--- src/rtl/finder_row_scanner.sv ---
// finder_row_scanner: streaming detector for QR finder-pattern candidates.
// Tracks dark/light run lengths along each binarized row and tests the last
// five closed runs (dark, light, dark, light, dark) against the 1:1:3:1:1
// ratio window. Accepted candidates are reported as centre column, row and
// total width three cycles after the pixel that closes the final dark run.
// A saturating per-frame hit count is published on each end-of-frame pulse.
module finder_row_scanner #(
  parameter int WIDTH     = 480,
  parameter int MIN_WIDTH = 7
) (
  input  logic        clk_in,
  input  logic        rst_in,
  input  logic        valid_in,
  input  logic        bin_in,
  input  logic [10:0] hcount_in,
  input  logic [9:0]  vcount_in,
  input  logic        frame_done_in,
  output logic        hit_valid_out,
  output logic [10:0] hit_hcount_out,
  output logic [9:0]  hit_vcount_out,
  output logic [11:0] hit_width_out,
  output logic [7:0]  hit_count_out
);

  localparam logic [10:0] LAST_H   = 11'(WIDTH - 1);
  localparam logic [10:0] RUN_MAX  = 11'd2047;
  localparam logic [2:0]  HIST_MAX = 3'd5;
  localparam logic [11:0] MIN_T    = 12'(MIN_WIDTH);
  localparam logic [7:0]  HITS_MAX = 8'd255;

  // Run history: index 4 is the oldest run (r1), index 0 the newest (r5).
  typedef logic [4:0][10:0] hist_t;

  // Shift a freshly closed run into the newest slot; the oldest drops out.
  function automatic hist_t push_run(input logic [3:0][10:0] keep, input logic [10:0] len);
    return {keep, len};
  endfunction

  function automatic logic [2:0] count_inc(input logic [2:0] c);
    return (c >= HIST_MAX) ? HIST_MAX : c + 3'd1;
  endfunction

  // ---------------------------------------------------------------- stage 0
  logic        r_color;      // colour of the run in progress (1 = light)
  logic [10:0] r_run;        // length of the run in progress
  hist_t       r_hist;
  logic [2:0]  r_closed;     // closed runs this row, saturating at 5
  logic [10:0] r_prev_h;     // hcount of the previous valid pixel

  logic        w_color_nxt;
  logic [10:0] w_run_nxt;
  hist_t       w_hist_nxt;
  logic [2:0]  w_closed_nxt;
  logic        w_eval;
  hist_t       w_eval_hist;
  logic [10:0] w_eval_end_h;

  logic [10:0] w_run_inc;
  hist_t       w_hist_push;
  logic [2:0]  w_closed_push;

  assign w_run_inc     = (r_run == RUN_MAX) ? RUN_MAX : r_run + 11'd1;
  assign w_hist_push   = push_run(r_hist[3:0], r_run);
  assign w_closed_push = count_inc(r_closed);

  // Next run state and evaluation request for the current pixel.
  // NOTE: every output of this block gets a default first, so no path can infer a latch.
  always_comb begin
    w_color_nxt  = r_color;
    w_run_nxt    = r_run;
    w_hist_nxt   = r_hist;
    w_closed_nxt = r_closed;
    w_eval       = 1'b0;
    w_eval_hist  = w_hist_push;
    w_eval_end_h = r_prev_h;
    if (valid_in) begin
      if (hcount_in == 11'd0) begin
        // Row start discards anything left over, including a row whose last pixel was lost.
        w_hist_nxt   = '0;
        w_closed_nxt = '0;
        w_color_nxt  = bin_in;
        w_run_nxt    = 11'd1;
      end else if (hcount_in == LAST_H) begin
        if (bin_in == r_color) begin
          // Last pixel extends the current run, which then closes here.
          w_eval       = !r_color && (w_closed_push == HIST_MAX);
          w_eval_hist  = push_run(r_hist[3:0], w_run_inc);
          w_eval_end_h = hcount_in;
        end else if (!r_color) begin
          // A dark run closes at the previous pixel; the trailing light pixel cannot complete a pattern.
          w_eval       = (w_closed_push == HIST_MAX);
          w_eval_hist  = w_hist_push;
          w_eval_end_h = r_prev_h;
        end else begin
          // Light run closes, then the single dark last pixel closes as its own run.
          w_eval       = (count_inc(w_closed_push) == HIST_MAX);
          w_eval_hist  = push_run(w_hist_push[3:0], 11'd1);
          w_eval_end_h = hcount_in;
        end
        w_hist_nxt   = '0;
        w_closed_nxt = '0;
        w_color_nxt  = 1'b1;
        w_run_nxt    = '0;
      end else if (bin_in == r_color) begin
        w_run_nxt = w_run_inc;
      end else begin
        w_hist_nxt   = w_hist_push;
        w_closed_nxt = w_closed_push;
        w_eval       = !r_color && (w_closed_push == HIST_MAX);
        w_eval_hist  = w_hist_push;
        w_eval_end_h = r_prev_h;
        w_color_nxt  = bin_in;
        w_run_nxt    = 11'd1;
      end
    end
  end

  // Run tracker registers; they move only on valid pixels.
  // NOTE: sequential state uses non-blocking assignments so every register samples pre-edge values.
  always_ff @(posedge clk_in) begin
    if (rst_in) begin
      r_color  <= 1'b1;
      r_run    <= '0;
      r_hist   <= '0;
      r_closed <= '0;
      r_prev_h <= '0;
    end else if (valid_in) begin
      r_color  <= w_color_nxt;
      r_run    <= w_run_nxt;
      r_hist   <= w_hist_nxt;
      r_closed <= w_closed_nxt;
      r_prev_h <= hcount_in;
    end
  end

  // ---------------------------------------------------------------- stage 1/2 datapath
  logic        r_s0_valid;
  hist_t       r_s0_hist;
  logic [10:0] r_s0_end_h;
  logic [9:0]  r_s0_v;

  logic        r_s1_valid;
  logic [11:0] r_s1_t;
  logic [4:0][15:0] r_s1_r14;
  logic [15:0] r_s1_t3;
  logic [15:0] r_s1_t5;
  logic [15:0] r_s1_t7;
  logic [10:0] r_s1_end_h;
  logic [9:0]  r_s1_v;

  logic [11:0] w_t;
  logic [15:0] w_t16;
  logic [4:0][15:0] w_r14;
  logic [15:0] w_s1_t16;
  logic        w_ratio_ok;
  logic        w_accept;

  assign w_t = {1'b0, r_s0_hist[0]} + {1'b0, r_s0_hist[1]} + {1'b0, r_s0_hist[2]}
             + {1'b0, r_s0_hist[3]} + {1'b0, r_s0_hist[4]};
  assign w_t16 = {4'b0, w_t};

  // 14*r as (r << 4) - (r << 1) for each of the five runs.
  always_comb begin
    w_r14 = '0;
    for (int i = 0; i < 5; i++) begin
      w_r14[i] = ({5'b0, r_s0_hist[i]} << 4) - ({5'b0, r_s0_hist[i]} << 1);
    end
  end

  // Pipeline valid bits; reset drops any evaluation in flight.
  always_ff @(posedge clk_in) begin
    if (rst_in) begin
      r_s0_valid <= 1'b0;
      r_s1_valid <= 1'b0;
    end else begin
      r_s0_valid <= w_eval;
      r_s1_valid <= r_s0_valid;
    end
  end

  // Pipeline payload: capture the candidate, then form T and its scaled bounds.
  // NOTE: payload registers are left unreset; nothing reads them unless the matching valid bit is set.
  always_ff @(posedge clk_in) begin
    if (w_eval) begin
      r_s0_hist  <= w_eval_hist;
      r_s0_end_h <= w_eval_end_h;
      r_s0_v     <= vcount_in;
    end
    r_s1_t     <= w_t;
    r_s1_r14   <= w_r14;
    r_s1_t3    <= (w_t16 << 1) + w_t16;
    r_s1_t5    <= (w_t16 << 2) + w_t16;
    r_s1_t7    <= (w_t16 << 3) - w_t16;
    r_s1_end_h <= r_s0_end_h;
    r_s1_v     <= r_s0_v;
  end

  assign w_s1_t16 = {4'b0, r_s1_t};

  // Ratio window: outer runs 14r in [T, 3T], centre run 14r in [5T, 7T].
  always_comb begin
    w_ratio_ok = (r_s1_r14[2] >= r_s1_t5) && (r_s1_r14[2] <= r_s1_t7);
    for (int i = 0; i < 5; i++) begin
      if (i != 2) begin
        w_ratio_ok = w_ratio_ok && (r_s1_r14[i] >= w_s1_t16) && (r_s1_r14[i] <= r_s1_t3);
      end
    end
  end

  assign w_accept = r_s1_valid && w_ratio_ok && (r_s1_t >= MIN_T);

  // Hit outputs: strobe for one cycle, coordinates hold until the next hit.
  always_ff @(posedge clk_in) begin
    if (rst_in) begin
      hit_valid_out  <= 1'b0;
      hit_hcount_out <= '0;
      hit_vcount_out <= '0;
      hit_width_out  <= '0;
    end else begin
      hit_valid_out <= w_accept;
      if (w_accept) begin
        hit_hcount_out <= r_s1_end_h - 11'(r_s1_t >> 1);
        hit_vcount_out <= r_s1_v;
        hit_width_out  <= r_s1_t;
      end
    end
  end

  // ---------------------------------------------------------------- frame counter
  logic [7:0] r_hit_cnt;
  logic [7:0] w_hit_cnt_inc;

  assign w_hit_cnt_inc = (r_hit_cnt == HITS_MAX) ? HITS_MAX : r_hit_cnt + 8'd1;

  // Count strobed hits; on end of frame publish the count (including a coincident hit) and restart.
  always_ff @(posedge clk_in) begin
    if (rst_in) begin
      r_hit_cnt     <= '0;
      hit_count_out <= '0;
    end else if (frame_done_in) begin
      hit_count_out <= hit_valid_out ? w_hit_cnt_inc : r_hit_cnt;
      r_hit_cnt     <= '0;
    end else if (hit_valid_out) begin
      r_hit_cnt <= w_hit_cnt_inc;
    end
  end

endmodule

--- config.mk ---
export PLATFORM = sky130hd
export DESIGN_NAME = finder_row_scanner
export DESIGN_NICKNAME = d
export VERILOG_FILES = /design/src/rtl/finder_row_scanner.sv
export SDC_FILE = /design/constraint.sdc
export NUM_CORES = 1
export LEC_CHECK = 0
export CORE_MARGIN = 3
export CORE_UTILIZATION = 50
export CTS_CLUSTER_SIZE = 20
export DETAILED_ROUTE_END_ITERATION = 10
export PLACE_DENSITY = 0.71
export SLEW_MARGIN = 20
export SYNTH_ARGS = -nofsm -noshare
export SYNTH_HDL_FRONTEND = slang
export SYNTH_SLANG_ARGS = --single-unit
--- constraint.sdc ---
create_clock -name clk_in -period 6.5 [get_ports clk_in]
set_clock_uncertainty 0.05 [all_clocks]
set_input_delay 0.975 -clock clk_in [delete_from_list [all_inputs] [get_ports clk_in]]
set_output_delay 0.975 -clock clk_in [all_outputs]
set_load 0.02 [all_outputs]
==> reports/results.tsv <==
metric	value	unit
status	complete, no violations	
leak pwr	9.314	nW
Register-to-Register Setup Slack	0.63	ns
worst hold slack	0.2906	ns
port buffer count	67	
worst relative slew slack	0.3271	
row count	71	
Crit-path slowest cell	xnor2_1	
Power Dens Cells	209.1	nW/µm²
Clock Sinks	346	
hold_buf cts	0	
Peak VDD IR	0.1346	mV
clock buffer depth	3	
per-cell routed wire length	18.54	µm
Clock transition at path regs	0.06	ns
Routed Antenna Nets	0	
# IOs	68	
final wirelength	47160	µm
Crit. End Element	flip-flop	
Fill cells	3253	
initial antenna violation count	1	
most frequent cells in the layout	270 x dfxtp_1, 224 x ha_1, 178 x inv_1	
Peak Freq	170.4	MHz
Final #Nets	2289	
Final GP Congestion	0.9228	
via count	14310	
Slew Viols, Final	0	
Die ar.	40890	µm²
Register Area	7687	µm²
Final Critical Period	5.868	ns
sequential area share after synthesis	0.3994	
Async S/R FF share, synth	0	
post-synth cell types	83	
Mapped Avg Cell Area	9.964	µm²
H-Tree Depth	2	
Final setup viols	0	
RSZ-0062 raised after global routing	false	
Critical Path RT	6.86	ns
reg-to-reg endpoint	r_s1_t7[12]$_DFF_P_	
crit share post-route	0.9027	
vias in the first global route	14140	
Layout Area Growth over Synthesis	13.03	%
die height	202.2	µm
post-route setup slack	0.6325	ns
Top FF cell, synth	dfxtp_1	
Synth Register Bits	346	
share of cells above drive strength 1	0.07772	
largest net degree at the start of global routing	97	
GR Overflow Total	0	
n_diodes	0	
Initial Util	0.5087	
TNS Setup	0	ns
Mapped Cells	1932	
CP cell instances	inv_1 -> fa_1 -> inv_1 -> fa_1 -> inv_1 -> fa_1 -> inv_1 -> ha_1 -> a21o_1 -> a21oi_1 -> xnor2_1 -> inv_1 -> ha_1 -> or3_1 -> o221ai_2 -> a21oi_1 -> a2111oi_1 -> maj3_2 -> maj3_2 -> o21ai_2 -> xnor2_1	
CP max stage delay	0.61	ns
Iter 0 DRT Violations	977	
Global Route Usage Sum	0.2276	
pre-CTS WS	0.6404	ns
Clock Latency Late Sink	0.54	ns
Post-DP HPWL	36290	µm
Worst Tran Pin Value	1.009	ns
post_cts resized	0	
first-pass GRT wire length	74840	µm
footprint of the multi-input gates	10690	µm²
CTS tree	done	
Buf+Inv Stages, Crit Path	5	
Critical Path AT	6.23	ns
Critical Path End	r_s1_t7[12]$_DFF_P_	
crit path kind	reg2reg	
# Post-CTS Setup Buffers	0	
Yosys Warn Count	0	
Core Footprint	37840	µm²
post-synth net total	2217	
Residual DRC	0	
Max Cap Viol	0	
number of synthesized flops with an enable pin	76	
R2R depth	21	
DRT Pass-1 Iters	5	
count of final hold-check violations	0	
total CTS buffers	39	
CP delay by family, top	adder cells	
cell count along the critical path	21	
most common cell after layout, fill and taps aside	dfxtp_1	
worst flop-to-flop path startpoint	r_s0_hist[2]$_DFFE_PP_	
maximum fanout along the worst path	7	
clock root cell	clkbuf_16	
Die W	202.2	µm
Crit. Startpoint	r_s0_hist[2]$_DFFE_PP_	
Hold WC Path Type	reg2reg	
synthesized area	19250	µm²
most used cell, CP	inv_1	
vias per inst	5.626	
startpoint types	flip-flop	
[report_power, final]
group | switching, mW | internal [mW]
clock network | 0.878 | 1.30
registers | 0.0104 | 2.20
logic | 0.0888 | 0.0678
[worst register-to-register path, cell delays in order, from the launching register on]
cell and delay, ns:
edfxtp_1 0.46, inv_1 0.11, fa_1 0.54, inv_1 0.05, fa_1 0.50, inv_1 0.05
fa_1 0.49, inv_1 0.07, ha_1 0.31, a21o_1 0.15, a21oi_1 0.09, xnor2_1 0.61
inv_1 0.11, ha_1 0.39, or3_1 0.38, o221ai_2 0.11, a21oi_1 0.11, a2111oi_1 0.43
maj3_2 0.32, maj3_2 0.23, o21ai_2 0.07, xnor2_1 0.12
[cell families (layout without fill, tap and decap cells)]
logic type,Yosys count,in the layout,share of synthesized area
AND/OR/NAND/NOR,511,511,0.1365
adder cells (fa/ha/maj),266,266,0.1859
AO/OA/AOI/OAI,399,399,0.1390
buffers and inverters,230,331,0.04673
multiplexers,85,85,0.04725
XOR/XNOR,95,95,0.04530
flip-flops,346,346,0.3993
[per-layer routing]
layer / track usage / up-vias / wire, µm / part of all wire
met5: 0 / - / 0 / 0
met4: 0.08067 / 0 / 1628 / 0.035
met3: 0.03543 / 94 / 2942 / 0.062
met2: 0.3715 / 410 / 21330 / 0.45
met1: 0.3090 / 6817 / 21260 / 0.45
li1: - / 6992 / - / -
[registers in the layout, summed over array words and instances, names as in the netlist, 10 cells and up]
name / flops
r_s1_t: 10
r_s0_hist: 55
r_s1_end_h: 11
r_s0_v: 10
r_hist: 44
r_s1_t5: 14
r_prev_h: 11
r_s1_r14: 75
hit_width_out: 12
r_s1_v: 10
hit_hcount_out: 11
r_s0_end_h: 11
r_s1_t3: 12
hit_vcount_out: 10
r_run: 11
r_s1_t7: 16
[how the worst min path moves through the flow]
stage	start	to	slack (ns)	cells past startpoint
global route	r_s0_v[0]$_DFFE_PP_	r_s1_v[0]$_DFF_P_	0.29	0
detailed placement	r_s0_v[0]$_DFFE_PP_	r_s1_v[0]$_DFF_P_	0.28	0
CTS	r_s0_v[0]$_DFFE_PP_	r_s1_v[0]$_DFF_P_	0.29	0
floorplan	r_s0_end_h[0]$_DFFE_PP_	r_s1_end_h[0]$_DFF_P_	0.27	0
global placement	r_s0_v[1]$_DFFE_PP_	r_s1_v[1]$_DFF_P_	0.27	0
finish	r_s0_v[2]$_DFFE_PP_	r_s1_v[2]$_DFF_P_	0.29	0
[synth_stat cells (22+ instances only)]
master	n	area (µm²)
nand2b_1	65	406.6
o21ai_0	109	545.5
nor2b_1	34	212.7
fa_1	35	700.7
nor2_1	135	506.7
a21o_1	30	225.2
a22o_1	38	332.8
nand2_1	82	307.8
dfxtp_1	270	5405
nand3_1	27	135.1
inv_1	178	668.1
nor3_1	48	240.2
xor2_1	23	201.4
o21a_1	27	202.7
a21oi_1	78	390.4
mux2i_1	38	380.4
mux2_2	42	473.0
ha_1	224	2803
edfxtp_1	76	2282
xnor2_1	69	604.3
nand4_1	22	137.6
clkbuf_1	29	108.9
a211oi_1	22	165.2
[layout make-up]
cell class                 instances  area share
tap                              511     0.02939
clock buffer                      56     0.05204
clock inverter                    14    0.006728
timing repair buffer              77     0.03554
inverter                         184     0.03174
sequential                       346      0.3533
multi-input combinational       1356      0.4912
[metrics by stage]
step / cell area [µm²] / cells / power [mW] / utilization
after floorplan: 19250 / 1932 / 2.359 / -
after global placement: 20450 / 2473 / 2.408 / 0.5404
after detailed placement: 20450 / 2473 / 2.414 / 0.5404
after CTS: 21730 / 2543 / 4.589 / 0.5742
after global routing: 21760 / 2544 / 4.689 / 0.5749
final: 21760 / 2544 / 4.549 / 0.5749
Power figures use the tool's default switching activity.
